<file path="config.mk">
export PLATFORM = sky130hd
export DESIGN_NAME = altair_panel_ctrl
export DESIGN_NICKNAME = d
export VERILOG_FILES = /design/src/rtl/altair_panel_pkg.sv /design/src/rtl/altair_panel_ctrl_ps2_event_detect.sv /design/src/rtl/altair_panel_ctrl.sv
export SDC_FILE = /design/constraint.sdc
export NUM_CORES = 1
export LEC_CHECK = 0
export ABC_AREA = 0
export BUFFER_PORTS_ARGS = -buffer_cell sky130_fd_sc_hd__clkbuf_2
export CAP_MARGIN = 20
export CORE_MARGIN = 3
export CORE_UTILIZATION = 45
export CTS_CLUSTER_SIZE = 10
export DETAILED_ROUTE_END_ITERATION = 12
export GPL_TIMING_DRIVEN = 0
export PLACE_DENSITY_LB_ADDON = 0.25
export SLEW_MARGIN = 15
export SYNTH_ARGS = -nofsm -noshare
export SYNTH_HDL_FRONTEND = slang
export SYNTH_HIERARCHICAL = 1
export SYNTH_SLANG_ARGS = --single-unit
</file>
<file path="constraint.sdc">
create_clock -name clk -period 2.3 [get_ports clk]
set_input_delay 0.69 -clock clk [delete_from_list [all_inputs] [get_ports clk]]
set_output_delay 0.69 -clock clk [all_outputs]
set_load 0.01 [all_outputs]
</file>
<file path="src/rtl/altair_panel_pkg.sv">
// rtl/altair_panel_pkg.sv - scan codes, panel command and FSM state types for altair_panel_ctrl
package altair_panel_pkg;

    localparam logic [7:0] SC_A     = 8'h1C;
    localparam logic [7:0] SC_D     = 8'h23;
    localparam logic [7:0] SC_W     = 8'h1D;
    localparam logic [7:0] SC_S     = 8'h1B;
    localparam logic [7:0] SC_SPACE = 8'h29;

    // Control-row column index of each momentary switch
    typedef enum logic [2:0] {
        CMD_STOP      = 3'd0,
        CMD_RUN       = 3'd1,
        CMD_STEP      = 3'd2,
        CMD_EXAM      = 3'd3,
        CMD_EXAM_NEXT = 3'd4,
        CMD_DEP       = 3'd5,
        CMD_DEP_NEXT  = 3'd6,
        CMD_RESET     = 3'd7
    } cmd_e;

    typedef enum logic [2:0] {
        ST_IDLE      = 3'd0,
        ST_HALT_WAIT = 3'd1,
        ST_RD        = 3'd2,
        ST_WR        = 3'd3,
        ST_PULSE     = 3'd4
    } state_e;

endpackage

</file>
<file path="src/rtl/altair_panel_ctrl_ps2_event_detect.sv">
// rtl/altair_panel_ctrl_ps2_event_detect.sv - turns the hps_io toggle bit into press/release pulses
module ps2_event_detect (
    input  logic        clk,
    input  logic        reset_n,
    input  logic        key_toggle,
    input  logic        key_pressed,
    input  logic [7:0]  key_scan,
    output logic        key_press,
    output logic        key_release,
    output logic [7:0]  key_code
);

    logic toggle_q;
    logic key_event;

    assign key_event = key_toggle ^ toggle_q;

    // Register the toggle bit and emit a one-cycle press or release pulse with its code
    always_ff @(posedge clk or negedge reset_n) begin
        if (!reset_n) begin
            toggle_q    <= 1'b0;
            key_press   <= 1'b0;
            key_release <= 1'b0;
            key_code    <= 8'h00;
        end else begin
            toggle_q    <= key_toggle;
            key_press   <= key_event & key_pressed;
            key_release <= key_event & ~key_pressed;
            key_code    <= key_scan;
        end
    end

endmodule

</file>
<file path="src/rtl/altair_panel_ctrl.sv">
// rtl/altair_panel_ctrl.sv - Altair 8800 front-panel key decoder, switch state and command sequencer
module altair_panel_ctrl
    import altair_panel_pkg::*;
#(
    parameter int ACK_TIMEOUT = 255
) (
    input  logic        clk,
    input  logic        reset_n,
    input  logic [10:0] ps2_key,
    input  logic        cpu_halted,
    output logic        cpu_halt_req,
    output logic        cpu_step,
    output logic        cpu_reset,
    output logic        mem_req,
    output logic        mem_we,
    output logic [15:0] mem_addr,
    output logic [7:0]  mem_wdata,
    input  logic        mem_ack,
    input  logic [7:0]  mem_rdata,
    output logic [15:0] addr_sw,
    output logic [15:0] addr_led,
    output logic [7:0]  data_led,
    output logic [3:0]  cursor_x,
    output logic        cursor_y,
    output logic        cursor_action,
    output logic        busy,
    output logic        timeout_err
);

    localparam logic [15:0] TO_LAST = 16'(ACK_TIMEOUT - 1);

    logic       key_press;
    logic       key_release;
    logic [7:0] key_code;
    logic       unused_ext;

    // Extended-code flag is deliberately not decoded
    assign unused_ext = ps2_key[8];

    ps2_event_detect u_event (
        .clk         (clk),
        .reset_n     (reset_n),
        .key_toggle  (ps2_key[10]),
        .key_pressed (ps2_key[9]),
        .key_scan    (ps2_key[7:0]),
        .key_press   (key_press),
        .key_release (key_release),
        .key_code    (key_code)
    );

    logic space_press;
    logic cmd_valid;
    cmd_e cmd;

    assign space_press = key_press && (key_code == SC_SPACE);
    assign cmd_valid   = space_press && cursor_y && !cursor_x[3];
    assign cmd         = cmd_e'(cursor_x[2:0]);

    // Cursor movement, SPACE hold flag and toggle-switch flips (allowed in any FSM state)
    always_ff @(posedge clk or negedge reset_n) begin
        if (!reset_n) begin
            cursor_x      <= 4'd0;
            cursor_y      <= 1'b0;
            cursor_action <= 1'b0;
            addr_sw       <= 16'h0000;
        end else if (key_press) begin
            case (key_code)
                SC_A:     cursor_x <= cursor_x - 4'd1;
                SC_D:     cursor_x <= cursor_x + 4'd1;
                SC_W:     cursor_y <= 1'b1;
                SC_S:     cursor_y <= 1'b0;
                SC_SPACE: begin
                    cursor_action <= 1'b1;
                    // Column 0 is the leftmost switch, i.e. bit 15
                    if (!cursor_y)
                        addr_sw[~cursor_x] <= ~addr_sw[~cursor_x];
                end
                default: ;
            endcase
        end else if (key_release && (key_code == SC_SPACE)) begin
            cursor_action <= 1'b0;
        end
    end

    state_e      state, state_n;
    logic [15:0] to_cnt, to_cnt_n;
    logic        halt_req_n, step_n, creset_n, req_n, we_n, to_err_n;
    logic [15:0] addr_n, led_addr_n, addr_inc;
    logic [7:0]  wdata_n, led_data_n;

    assign addr_inc = addr_led + 16'd1;
    assign busy     = (state != ST_IDLE);

    // FSM and output registers
    always_ff @(posedge clk or negedge reset_n) begin
        if (!reset_n) begin
            state        <= ST_IDLE;
            to_cnt       <= 16'd0;
            cpu_halt_req <= 1'b0;
            cpu_step     <= 1'b0;
            cpu_reset    <= 1'b0;
            mem_req      <= 1'b0;
            mem_we       <= 1'b0;
            mem_addr     <= 16'h0000;
            mem_wdata    <= 8'h00;
            addr_led     <= 16'h0000;
            data_led     <= 8'h00;
            timeout_err  <= 1'b0;
        end else begin
            state        <= state_n;
            to_cnt       <= to_cnt_n;
            cpu_halt_req <= halt_req_n;
            cpu_step     <= step_n;
            cpu_reset    <= creset_n;
            mem_req      <= req_n;
            mem_we       <= we_n;
            mem_addr     <= addr_n;
            mem_wdata    <= wdata_n;
            addr_led     <= led_addr_n;
            data_led     <= led_data_n;
            timeout_err  <= to_err_n;
        end
    end

    // Next-state and next-output decode; memory commands need a halted CPU
    always_comb begin
        state_n    = state;
        to_cnt_n   = to_cnt;
        halt_req_n = cpu_halt_req;
        step_n     = 1'b0;
        creset_n   = 1'b0;
        req_n      = mem_req;
        we_n       = mem_we;
        addr_n     = mem_addr;
        wdata_n    = mem_wdata;
        led_addr_n = addr_led;
        led_data_n = data_led;
        to_err_n   = timeout_err;
        case (state)
            ST_IDLE: begin
                if (cmd_valid) begin
                    to_err_n = 1'b0;
                    to_cnt_n = 16'd0;
                    case (cmd)
                        CMD_STOP: begin
                            halt_req_n = 1'b1;
                            state_n    = ST_HALT_WAIT;
                        end
                        CMD_RUN: halt_req_n = 1'b0;
                        CMD_STEP: begin
                            if (cpu_halted) begin
                                step_n  = 1'b1;
                                state_n = ST_PULSE;
                            end
                        end
                        CMD_RESET: begin
                            creset_n = 1'b1;
                            state_n  = ST_PULSE;
                        end
                        CMD_EXAM, CMD_EXAM_NEXT: begin
                            if (cpu_halted) begin
                                led_addr_n = (cmd == CMD_EXAM) ? addr_sw : addr_inc;
                                addr_n     = led_addr_n;
                                req_n      = 1'b1;
                                we_n       = 1'b0;
                                state_n    = ST_RD;
                            end
                        end
                        CMD_DEP, CMD_DEP_NEXT: begin
                            if (cpu_halted) begin
                                led_addr_n = (cmd == CMD_DEP) ? addr_led : addr_inc;
                                addr_n     = led_addr_n;
                                wdata_n    = addr_sw[7:0];
                                req_n      = 1'b1;
                                we_n       = 1'b1;
                                state_n    = ST_WR;
                            end
                        end
                        default: ;
                    endcase
                end
            end
            ST_HALT_WAIT: begin
                if (cpu_halted)
                    state_n = ST_IDLE;
            end
            ST_RD, ST_WR: begin
                // Ack is checked first so an ack on the timeout cycle still succeeds
                if (mem_ack) begin
                    req_n      = 1'b0;
                    led_data_n = (state == ST_RD) ? mem_rdata : mem_wdata;
                    state_n    = ST_IDLE;
                end else if (to_cnt == TO_LAST) begin
                    req_n    = 1'b0;
                    to_err_n = 1'b1;
                    state_n  = ST_IDLE;
                end else begin
                    to_cnt_n = to_cnt + 16'd1;
                end
            end
            ST_PULSE: state_n = ST_IDLE;
            default:  state_n = ST_IDLE;
        endcase
    end

endmodule

</file>
# After elaboration in Yosys (flattened, before gate mapping)
# Cells that the tools add are included.
# op_classes
n_eq_ne	32
n_mul	0
addsub	4
n_reduce_logical	32
bitwise	7
shifts	0
div_mod_pow	0
n_mux	49
magnitude_cmp	2
# op_table
operator	n
$mux 16	7
$pmux 16 s2	2
$add 16x1->16 const B	2
$eq 8x5->1 const B	3
$mux 1	21
$mux 3	7
$ne 2x2->1 const B	10
$bwmux 16	1
$eq 16x8->1 const B	1
$eq 8x6->1 const B	2
$ne 3x3->1 const B	5
$pmux 3 s5	1
$eq 3x2->1 const B	4
$eq 3x3->1 const B	4
$reduce_and 4->1	3
$reduce_bool 2->1	6
$pmux 1 s2	5
$reduce_and 5->1	2
$pmux 3 s3	1
$mux 8	1
$pmux 4 s2	1
$reduce_and 2->1	4
$reduce_and 7->1	1
$eq 3x1->1 const B	2
19 further kinds	30
# word_totals
latchBits	0
ram_bits	0
in_bits	23
wordCells	145
romBits	0
n_memories	0
regBits	90
out_inout_bits	77

# Logic depth before layout (Yosys ltp)
# Gate-level depths: netlist of the first run.
# depth
word_depth	6
mapped_depth	9
depth_no_buf	8

# By module
# Netlist of the first run, hierarchy kept.
# by_module_without_submodules
mod	cells_per_inst	area_per_inst_um2	n_inst	seq_area_each_um2
altair_panel_ctrl	452	4411.7	1	1976.9
ps2_event_detect	14	294.0	1	275.3

# Worst setup path after synthesis of the first run
# No wires, ideal clock.
# synth_timing
path_kind	reg2reg
start	register to_cnt[0]
end	register to_cnt[3]
path_buffers	2
path_stages_with_launch	10
period_less_slack_ps	2070
setup_slack_ps	230
setup_time_ps	124
arrival_ps	1947
t_required_ps	2176
cell_sequence	dfrtp_1 clkbuf_1 inv_1 ha_1 nor4b_1 nand4_1 nand2_1 buf_2 nor2_1 a211o_1
# synth_via
elab_chain_cells	4
word_cells_on_any_way	7
classes_between	add/sub: 1; eq/ne: 2; mux: 3; reduce/logical: 1
# synth_lines
item	line	text
start, declared	altair_panel_ctrl.sv:86	logic [15:0] to_cnt, to_cnt_n;
start signal, assigned	altair_panel_ctrl.sv:111	to_cnt <= to_cnt_n;
$add 16x1->16	altair_panel_ctrl.sv:198	to_cnt_n = to_cnt + 16'd1;
$mux 16	altair_panel_ctrl.sv:193	end else if (to_cnt == TO_LAST) begin
$mux 16	altair_panel_ctrl.sv:189	if (mem_ack) begin
$pmux 16 s2	altair_panel_ctrl.sv:139	case (state)
# Parallel ways exist; a longest one is shown, timed or not. The select of a mux whose other input is x is not followed.
# A chain may end at the register's enable or synchronous reset.

# Worst setup path after layout of the first run
# Ends and elaborated chain as after synthesis.

==> summary.txt, run 1 <==
Run status
  • Status: completed

Yosys
  • Synthesized Nets: 495
  • Area leader, netlist: dfrtp_1
  • EDFF count, synth: 0
  • Cells after synthesis: 466
  • Asr flop ratio synth: 1.00
  • Primary FF master, synth: dfrtp_1
  • Seq/Total Area, Yosys: 0.479
  • Area of the mapped netlist: 4710 um^2
  • Netlist cell types: 56
  • Largest cells by area after synthesis: dfrtp_1, o21ai_0, mux2i_1, nand2_1, a21oi_1
  • Synth warnings: 6
  • Post-Syn Area per Cell: 10.1 um^2
  • Synthesized flop and latch total: 90
  • Synth top area share: 0.479

Layout
  • Most common cell after layout, fill and taps aside: clkbuf_2
  • Layout area overhead: 21.1%
  • Post-route cell area: 5700 um^2
  • Most frequent cells in the layout: clkbuf_2, dfrtp_1, nand2_1, o21ai_0, nor2_1
  • Final Net Count: between 600 and 700
  • Ratio of cells with drive above 1 in the final layout: 0.314
  • Number of diodes: 0

Placed design
  • Cell Area, Placed: roughly 5400 um^2
  • I/O Buffers: between 90 and 100
  • Routability cong.: ~0.94
  • Dpl hpwl: approximately 8400 um

Timing
  • Final Cycle Share: 0.959
  • Fin. Hold Viols: 0
  • Count of pins over their slew limit: 0
  • Relative slew slack: 0.498
  • Fin crit period: roughly 2.2 ns
  • Least-Margin Pin Slew: 0.754 ns
  • Highest Clock Rate: around 450 MHz
  • Fin Clk Skew: 0.00880 ns
  • RSZ-0062 raised after global routing: yes
  • Final setup vio count: 0
  • Hold Worst Slack: 0.400 ns

Critical path
  • R2R depth: 9
  • CP endpoint kind: flip-flop
  • Worst path cell trace: clkbuf_1 -> inv_1 -> ha_1 -> nor4b_4 -> nand4_1 -> nand2_2 -> clkbuf_4 -> nor2_1 -> a211o_1
  • Worst R2R Setup Slack: between 0.09 and 0.1 ns
  • Slowest cell on the critical path: dfrtp_1
  • Startpoint types: flip-flop
  • Worst EP arrival: around 2.5 ns
  • Critical-path maximum fanout: 10
  • Critical path class: reg2reg
  • Worst r2r dst: to_cnt[3]
  • CP max stage delay: ~0.4 ns
  • R2R Path Start: to_cnt[0]
  • CP required: ~2.5 ns

GRT
  • GRT Util Overall: 0.206
  • First-pass GRT wire length: 19100 um
  • Grt ovf: 0
  • Largest net degree at the start of global routing: roughly 90
  • Vias in the first global route: between 3k and 4k
  • Initial antenna violation count: 0

CTS
  • Clock slew at reported path FFs: 0.09 ns
  • CTS tree: built
  • H-tree Lvls: 3
  • CTS hold repair buffers: 0
  • Cts bufs inserted: 9
  • Max clock buf depth: 2
  • Clk Latency, worst-skew pair: ~0.35 ns
  • CTS root buf: clkbuf_8
  • Clock sinks: 90

Route
  • Wirelength, routed: roughly 12000 um
  • Vias/cell: 5.62
  • Number of routed nets with antenna violations: 0
  • M1 WL: ~5200 um
  • DRC: 0
  • Vias post-DR: ~4k
  • Initial drt markers: roughly 230
  • Mean routed wirelength per cell: 16.1 um
  • Routed met3 length: 731 um
  • Drt pass-1 iters: 5
  • Met2 routed WL: approximately 5500 um
  • Top layer in use: met4

Floorplan
  • DIE HEIGHT: 108 um
  • Ports: 100
  • Die area: around 12000 um^2
  • Row count: 36
  • Die W: between 100 and 150 um
  • Core box area: 9950 um^2
  • Initial core utilization: 0.473

Power and ir drop
  • Worst vdd ir: approximately 0.38 mV
  • Pwr/cell area: about 520 nW/um^2
  • Static leakage: 2.74 nW

Worst hold path
  • Worst hold-check path type: in2async

Run
  • Max_cap viols: 0
[area by class of cell]
| cell class | instances | area [um^2] |
|---|---|---|
| clock buffers | 10 | 138 |
| repair buffers | 107 | 567 |
| well taps | 133 | 166 |
| plain buffers | 37 | 241 |
| clock inverters | 6 | 65.1 |
| fillers | 895 | 4260 |
| multi-input cells | 330 | 2240 |
| inverters | 9 | 33.8 |
| flip-flops and latches | 90 | 2250 |
[worst max-delay path by stage]
stage / start / to / slack [ns] / cells after the start
after floorplan: to_cnt[0] / to_cnt[3] / 0.23 / 9
after global placement: reset_n / addr_led[12] / -0.52 / 1
after detailed placement: to_cnt[0] / to_cnt[8] / -0.19 / 9
after CTS: u_event/key_code[7] / addr_led[14] / 0.07 / 7
after global routing: to_cnt[0] / to_cnt[3] / -0.07 / 9
final: to_cnt[0] / to_cnt[3] / 0.09 / 9
[repair_timing]
item	4_1_cts	5_1_grt
gates resized for setup	3	9
pin swaps	0	5
hold endpoints to repair	0	0
setup endpoints to repair	15	30
buffers inserted	0	9
[cells in the mapped netlist, types with 2 or more instances]
| library cell | count |
|---|---|
| a211o_1 | 2 |
| a21o_1 | 4 |
| a21oi_1 | 27 |
| a21oi_2 | 12 |
| a2bb2oi_1 | 2 |
| a31oi_1 | 4 |
| a41oi_1 | 3 |
| and3_1 | 7 |
| buf_1 | 2 |
| buf_2 | 2 |
| buf_4 | 18 |
| buf_6 | 3 |
| clkbuf_1 | 12 |
| dfrtp_1 | 90 |
| ha_1 | 5 |
| inv_1 | 9 |
| mux2_4 | 8 |
| mux2i_1 | 15 |
| mux4_2 | 3 |
| nand2_1 | 40 |
| nand2b_1 | 6 |
| nand3_1 | 24 |
| nand3b_1 | 3 |
| nand4_1 | 16 |
| nand4b_1 | 2 |
| nor2_1 | 29 |
| nor2b_1 | 2 |
| nor3_1 | 7 |
| o21ai_0 | 39 |
| o21ai_1 | 4 |
| o22ai_1 | 7 |
| o31ai_1 | 14 |
| or2_2 | 4 |
| or3_1 | 3 |
| or4_1 | 3 |
| xnor2_1 | 6 |
| xor2_1 | 10 |
[through the flow]
step	setup TNS [ns]	util	cells	power, W	worst slack (ns)
global route	-0.225	0.573	722	0.00308	-0.0693
detailed placement	-1.82	0.540	697	0.00187	-0.193
global placement	-47.95	0.539	697	0.00186	-0.522
floorplan	0	-	466	0.00177	0.230
CTS	0	0.562	713	0.00298	0.0741
finish	0	0.573	722	0.00294	0.0932
[state kept, by name, summed over array words and instances, names as in the netlist, 3 cells and up]
signal / cells
mem_wdata: 8
cursor_x: 4
u_event/key_code: 8
to_cnt: 16
addr_sw: 16
addr_led: 16
state: 3
data_led: 8
[critical path: cells and delay by family, from the launching register on]
family / cells / cell delay, ns
fa+ha+maj: 1 / 0.16
compound gates: 1 / 0.22
simple gates: 4 / 0.82
flops: 1 / 0.39
buf+inv: 3 / 0.52
[power by group]
| group | internal, W | switching, W | total, W |
|---|---|---|---|
| Combinational | 0.0000795 | 0.000131 | 0.000211 |
| Clock | 0.000534 | 0.000569 | 0.00110 |
| Sequential | 0.00160 | 0.0000234 | 0.00162 |
| Total | 0.00221 | 0.000724 | 0.00294 |
[layer usage]
metal	vias to the layer above	track usage
met5	-	0
met4	0	0.0757
met3	14	0.0328
met2	165	0.329
met1	1956	0.285
li1	1920	-
[logic make-up (layout without fill, tap and decap cells)]
| logic type | Yosys count | in the layout | share of synthesized area |
|---|---|---|---|
| flip-flops | 90 | 90 | 0.479 |
| XOR/XNOR | 16 | 16 | 0.0298 |
| multiplexers | 27 | 27 | 0.0742 |
| buffers and inverters | 46 | 169 | 0.0564 |
| AND/OR/NAND/NOR | 157 | 157 | 0.178 |
| AO/OA/AOI/OAI | 124 | 124 | 0.166 |
| adder cells (fa/ha/maj) | 6 | 6 | 0.0175 |
No activity file was read; power rests on OpenSTA's default activity.
==> run 2: changes to the inputs <==
Settings changed: CAP_MARGIN 20 to 30, CORE_UTILIZATION 45 to 55.
==> run 2 against run 1 <==
Effect of this change: register-to-register slack got worse by 0.04 ns; largest power group unchanged; sequential share of layout area rose by 0.41 points; routed wire length up 1.1%.
==> summary.txt, run 2 (same netlist as run 1, synthesis figures left out) <==
Run status
  • Status: completed (unchanged)

Route
  • Initial drt markers: 288 (was 227)
  • Number of routed nets with antenna violations: 0 (unchanged)
  • Vias post-DR: 4179 (was 4055)
  • Vias/cell: 6.06 (was 5.62)
  • Drt pass-1 iters: 5 (unchanged)
  • Mean routed wirelength per cell: 17.0 um (was 16.1 um)
  • Wirelength, routed: 11700 um (was 11600 um)
  • DRC: 0 (unchanged)

Floorplan
  • Row count: 33 (was 36)
  • Ports: 100 (unchanged)
  • Die W: 98.5 um (was 108 um)
  • Initial core utilization: 0.570 (was 0.473)
  • Core box area: 8260 um^2 (was 9950 um^2)
  • DIE HEIGHT: 98.5 um (was 108 um)
  • Die area: 9700 um^2 (was 11700 um^2)

Critical path
  • Buf/Inv on CP: 1 (was 3)
  • R2R Path Start: to_cnt[6] (was to_cnt[0])
  • Worst R2R Setup Slack: 0.05 ns (was 0.09 ns)
  • Slowest cell on the critical path: nor4bb_1 (was dfrtp_1)
  • CP required: 2.58 ns (was 2.54 ns)
  • CP max stage delay: 0.52 ns (was 0.39 ns)
  • Startpoint types: flip-flop (unchanged)
  • CP endpoint kind: flip-flop (unchanged)
  • Critical path class: reg2reg (unchanged)
  • Top delay family on crit path: simple AND/OR/NAND/NOR gates (unchanged)
  • Critical-path maximum fanout: 10 (unchanged)
  • WP depth: 6 (was 9)
  • Worst path cell trace: nor4bb_1 -> nand4_1 -> a21oi_2 -> clkbuf_4 -> a21oi_1 -> mux2i_1 (was clkbuf_1 -> inv_1 -> ha_1 -> nor4b_4 -> nand4_1 -> nand2_2 -> clkbuf_4 -> nor2_1 -> a211o_1)
  • Worst r2r dst: to_cnt[4] (was to_cnt[3])
  • Worst EP arrival: 2.53 ns (was 2.45 ns)
  • R2R depth: 6 (was 9)

Layout
  • Most common cell after layout, fill and taps aside: clkbuf_2 (unchanged)
  • Most frequent cells in the layout: clkbuf_2, dfrtp_1, nand2_1, o21ai_0, nor2_1 (unchanged)
  • Number of diodes: 0 (unchanged)
  • Final core utilization: 0.683 (was 0.573)
  • Register area: 2250 um^2 (unchanged)
  • Ratio of cells with drive above 1 in the final layout: 0.313 (was 0.314)
  • Final Net Count: 609 (was 613)
  • Multi-input logic area: 2210 um^2 (was 2240 um^2)
  • Registers with the most flip-flops: addr_led: 16 flops, addr_sw: 16 flops, to_cnt: 16 flops (unchanged)
  • Layout area overhead: 19.9% (was 21.1%)
  • Fill cell count: 664 (was 895)

Run
  • Max_cap viols: 0 (unchanged)

Power and ir drop
  • Worst vdd ir: 0.410 mV (was 0.382 mV)
  • Power, Total: 0.00305 W (was 0.00294 W)
  • Static leakage: 2.73 nW (was 2.74 nW)
  • Pwr/cell area: 542 nW/um^2 (was 516 nW/um^2)

Placed design
  • I/O Buffers: 98 (unchanged)
  • Routability cong.: 0.931 (was 0.944)
  • Dpl hpwl: 8360 um (was 8400 um)

CTS
  • CTS tree: built (unchanged)
  • CTS root buf: clkbuf_8 (unchanged)
  • Clock slew at reported path FFs: 0.09 ns (about the same)
  • Cts bufs inserted: 9 (unchanged)
  • Clock sinks: 90 (unchanged)
  • Clk Latency, worst-skew pair: 0.37 ns (was 0.35 ns)
  • Max clock buf depth: 2 (unchanged)
  • H-tree Lvls: 3 (unchanged)
  • CTS hold repair buffers: 0 (unchanged)

GRT
  • Gr busiest metal: met2 (unchanged)
  • Met2 layer usage reported by global route: 0.384 (was 0.329)
  • Grt ovf: 0 (unchanged)
  • Met3 usage: 0.0368 (was 0.0328)
  • GRT Util Overall: 0.246 (was 0.206)
  • Initial antenna violation count: 0 (unchanged)
  • Met1 Track Usage GR: 0.349 (was 0.285)
  • Vias in the first global route: 3861 (was 3827)
  • First-pass GRT wire length: 19500 um (was 19100 um)
  • Largest net degree at the start of global routing: 91 (unchanged)

Timing
  • Fin. Hold Viols: 0 (unchanged)
  • Fin Clk Skew: 0.00766 ns (was 0.00880 ns)
  • Highest Clock Rate: 445 MHz (was 453 MHz)
  • Fin crit period: 2.25 ns (was 2.21 ns)
  • Setup TNS: 0 ns (unchanged)
  • Relative slew slack: 0.518 (was 0.498)
  • Least-Margin Pin Slew: 0.723 ns (was 0.754 ns)
  • Final Cycle Share: 0.978 (was 0.959)
  • Final setup vio count: 0 (unchanged)
  • Count of pins over their slew limit: 0 (unchanged)

Worst hold path
  • Worst hold-check path type: in2async (unchanged)
[run 2: what timing repair did]
item | CTS | global route
endpoints found under the setup margin | 13 | 41
setup buffers | 0 | 6
gates resized for setup | 2 | 9
pin swaps | 0 | 4
[run 2: power by group]
part	internal, W	switching (W)	total (W)
Clock	0.000643	0.000572	0.00121
Combinational	0.0000810	0.000133	0.000214
Sequential	0.00160	0.0000248	0.00163
[run 2: layout make-up]
class	instances	share of cell area
Inverter	9	0.00599
Buffer	36	0.0424
Clock inverter	6	0.0157
Clock buffer	10	0.0244
Tap cell	105	0.0233
Multi-Input combinational cell	330	0.392
Timing Repair Buffer	104	0.0965
Sequential cell	90	0.399
[run 2: through the flow]
| stage | instances | setup slack (ns) | area [um^2] | hold slack (ns) |
|---|---|---|---|---|
| floorplan | 466 | 0.230 | 4710 | 0.394 |
| global placement | 669 | -0.464 | 5330 | 0.463 |
| detailed placement | 669 | -0.148 | 5340 | 0.471 |
| CTS | 685 | 0.0223 | 5570 | 0.405 |
| global route | 690 | -0.114 | 5640 | 0.407 |
| finish | 690 | 0.0512 | 5640 | 0.344 |
[run 2: worst register-to-register path: cells and delay by family, from the launching register on]
| family | cells | cell delay, ns |
|---|---|---|
| flops | 1 | 0.49 |
| buf+inv | 1 | 0.25 |
| compound gates | 2 | 0.35 |
| simple gates | 2 | 0.88 |
| mux | 1 | 0.19 |
[run 2: how the worst max path moves through the flow]
stage | end | from
after global routing | to_cnt[4] | to_cnt[6]
after CTS | addr_sw[4] | cursor_x[0]
after floorplan | to_cnt[3] | to_cnt[0]
after detailed placement | to_cnt[8] | to_cnt[0]
after global placement | addr_led[15] | reset_n
final | to_cnt[4] | to_cnt[6]
[run 2: routing by layer]
layer / vias to the layer above / wire [um]
met5: - / 0
met4: 0 / 303
met3: 38 / 871
met2: 202 / 5650
met1: 2021 / 4920
li1: 1918 / -
==> run 3: changes to the inputs <==
Settings changed: CTS_CLUSTER_DIAMETER set to 100, PLACE_DENSITY set to 0.81, PLACE_DENSITY_LB_ADDON 0.25 to not set.
==> run 3 against run 2 <==
Effect of this change: routed wire length is 0.44% higher; maximum frequency rose by 2.8%; highest routed layer unchanged; sequential share of layout area is 0.084 points higher; die area is the same; first-iteration DRC count fell by 5.9%; via count about the same; critical path depth grew 2; combinational power up 3%; utilization shrank 0.11 points; clock power down 18%; clock skew grew 0.0014 ns.
==> summary.txt, run 3 (same netlist as run 1, synthesis figures left out) <==
CTS
  • CTS root buf: clkbuf_8 (unchanged)
  • Max clock buf depth: 2 (unchanged)
  • Clk Latency, worst-skew pair: 0.36 ns (was 0.37 ns)
  • Cts bufs inserted: 9 (unchanged)
  • CTS tree: built (unchanged)
  • Clock slew at reported path FFs: 0.10 ns (was 0.09 ns)
  • H-tree Lvls: 3 (unchanged)
  • Clock sinks: 90 (unchanged)

Floorplan
  • Initial core utilization: 0.570 (unchanged)
  • Row count: 33 (unchanged)
  • Ports: 100 (unchanged)
  • Die W: 98.5 um (unchanged)
  • DIE HEIGHT: 98.5 um (unchanged)
  • Die area: 9700 um^2 (unchanged)
  • Core box area: 8260 um^2 (unchanged)

Critical path
  • Worst r2r dst: cursor_x[3] (was to_cnt[4])
  • Critical-path maximum fanout: 4 (was 10)
  • CP endpoint kind: flip-flop (unchanged)
  • Top delay family on crit path: simple AND/OR/NAND/NOR gates (unchanged)
  • Slowest cell on the critical path: dfrtp_1 (was nor4bb_1)
  • Worst EP arrival: 2.42 ns (was 2.53 ns)
  • R2R Path Start: u_event/key_code[2] (was to_cnt[6])
  • CP max stage delay: 0.43 ns (was 0.52 ns)
  • Worst path cell trace: and4bb_2 -> nand4b_1 -> ha_1 -> a21o_1 -> a21oi_2 -> xnor2_1 -> nand2_1 -> xnor2_1 (was nor4bb_1 -> nand4_1 -> a21oi_2 -> clkbuf_4 -> a21oi_1 -> mux2i_1)
  • R2R depth: 8 (was 6)
  • Critical path class: reg2reg (unchanged)
  • Startpoint types: flip-flop (unchanged)
  • CP required: 2.53 ns (was 2.58 ns)
  • Buf/Inv on CP: 0 (was 1)
  • Cell mode on critical path: xnor2_1
  • Worst R2R Setup Slack: 0.11 ns (was 0.05 ns)

Route
  • Initial drt markers: 271 (was 288)
  • DRC: 0 (unchanged)
  • Mean routed wirelength per cell: 17.1 um (was 17.0 um)
  • Vias/cell: 6.06 (about the same)
  • Vias post-DR: 4175 (was 4179)
  • Wirelength, routed: 11800 um (was 11700 um)
  • Number of routed nets with antenna violations: 0 (unchanged)
  • Drt pass-1 iters: 5 (unchanged)

Power and ir drop
  • Flop pwr share: 0.573 (was 0.532)
  • Worst vdd ir: 0.330 mV (was 0.410 mV)
  • Clock power share: 0.350 (was 0.398)
  • Sw power: 0.000741 W (was 0.000729 W)
  • Switching portion of total power: 0.260 (was 0.239)
  • Comb power frac: 0.077 (was 0.070)
  • Pwr/cell area: 506 nW/um^2 (was 542 nW/um^2)
  • Power Internal: 0.00211 W (was 0.00233 W)
  • Static leakage: 2.71 nW (was 2.73 nW)

Timing
  • Final Cycle Share: 0.951 (was 0.978)
  • Fin Clk Skew: 0.00909 ns (was 0.00766 ns)
  • Final setup vio count: 0 (unchanged)
  • Relative slew slack: 0.512 (was 0.518)
  • Fin crit period: 2.19 ns (was 2.25 ns)
  • Worst Slack Setup Final: 0.113 ns (was 0.0512 ns)
  • Hold Worst Slack: 0.352 ns (was 0.344 ns)
  • Count of pins over their slew limit: 0 (unchanged)
  • Least-Margin Pin Slew: 0.732 ns (was 0.723 ns)
  • Fin. Hold Viols: 0 (unchanged)
  • Highest Clock Rate: 457 MHz (was 445 MHz)

Layout
  • Registers with the most flip-flops: addr_led: 16 flops, addr_sw: 16 flops, to_cnt: 16 flops (unchanged)
  • Most common cell after layout, fill and taps aside: clkbuf_2 (unchanged)
  • Ratio of cells with drive above 1 in the final layout: 0.317 (was 0.313)
  • Number of diodes: 0 (unchanged)
  • Most frequent cells in the layout: clkbuf_2, dfrtp_1, nand2_1 (was clkbuf_2, dfrtp_1, nand2_1, o21ai_0, nor2_1)
  • Final Net Count: 608 (was 609)
  • Final core utilization: 0.682 (was 0.683)
  • Fin cells: 689 (was 690)
  • Layout area overhead: 19.7% (was 19.9%)

GRT
  • Vias in the first global route: 3850 (was 3861)
  • Initial antenna violation count: 0 (unchanged)
  • Grt ovf: 0 (unchanged)
  • Largest net degree at the start of global routing: 49 (was 91)
  • First-pass GRT wire length: 19600 um (was 19500 um)
  • GRT Util Overall: 0.248 (was 0.246)

Run
  • Max_cap viols: 0 (unchanged)

Placed design
  • Dpl hpwl: 8550 um (was 8360 um)
  • Routability cong.: 0.901 (was 0.931)
  • Post-Place Setup Slack: -0.192 ns (was -0.148 ns)
  • I/O Buffers: 98 (unchanged)
  • DP Cell Count: 670 (was 669)

Worst hold path
  • Worst hold-check path type: in2async (unchanged)

Run status
  • Status: completed (unchanged)
## run 3: final cells by class
class / instances / area, um^2
Sequential cell: 90 / 2250
Inverter: 9 / 33.8
Buffer: 35 / 233
Clock buffer: 10 / 138
Timing Repair Buffer: 104 / 558
Clock inverter: 6 / 42.5
Fill cell: 652 / 2630
Multi-Input combinational cell: 330 / 2240
Tap cell: 105 / 131
## run 3: timing repair
item,CTS,global route
setup buffers,3,2
hold buffers,0,0
gates resized for setup,1,13
pin swaps,0,3
endpoints found under the setup margin,16,44
## run 3: power groups by stage
stage | Sequential, W | Combinational (W) | Clock (W)
after floorplan | 0.00165 | 0.000116 | 0
after global placement | 0.00166 | 0.000204 | 0
after detailed placement | 0.00166 | 0.000220 | 0
after CTS | 0.00163 | 0.000221 | 0.00102
after global routing | 0.00164 | 0.000247 | 0.00109
final | 0.00163 | 0.000221 | 0.000997
## run 3: how the worst max path moves through the flow
stage	slack [ns]	cells after the start	start	endpoint
2_1_floorplan	0.23	9	to_cnt[0]	to_cnt[3]
3_3_place_gp	-0.45	1	reset_n	addr_led[12]
3_5_place_dp	-0.19	9	to_cnt[0]	to_cnt[3]
4_1_cts	0.03	9	to_cnt[0]	to_cnt[3]
5_1_grt	-0.03	8	to_cnt[1]	to_cnt[14]
6_report	0.11	8	u_event/key_code[2]	cursor_x[3]
## run 3: through the flow
stage                     area [um^2]  setup TNS, ns  power (W)
after global placement           5330         -41.15    0.00186
after detailed placement         5360          -1.55    0.00188
after CTS                        5570              0    0.00286
final                            5630              0    0.00285
after floorplan                  4710              0    0.00177
after global routing             5630        -0.0369    0.00297
## run 3: per-layer routing
metal,GRT usage,vias up,share of wire
met5,0,-,0
met2,0.394,210,0.48
li1,-,1908,-
met3,0.0439,27,0.075
met4,0.0861,0,0.021
met1,0.347,2030,0.42
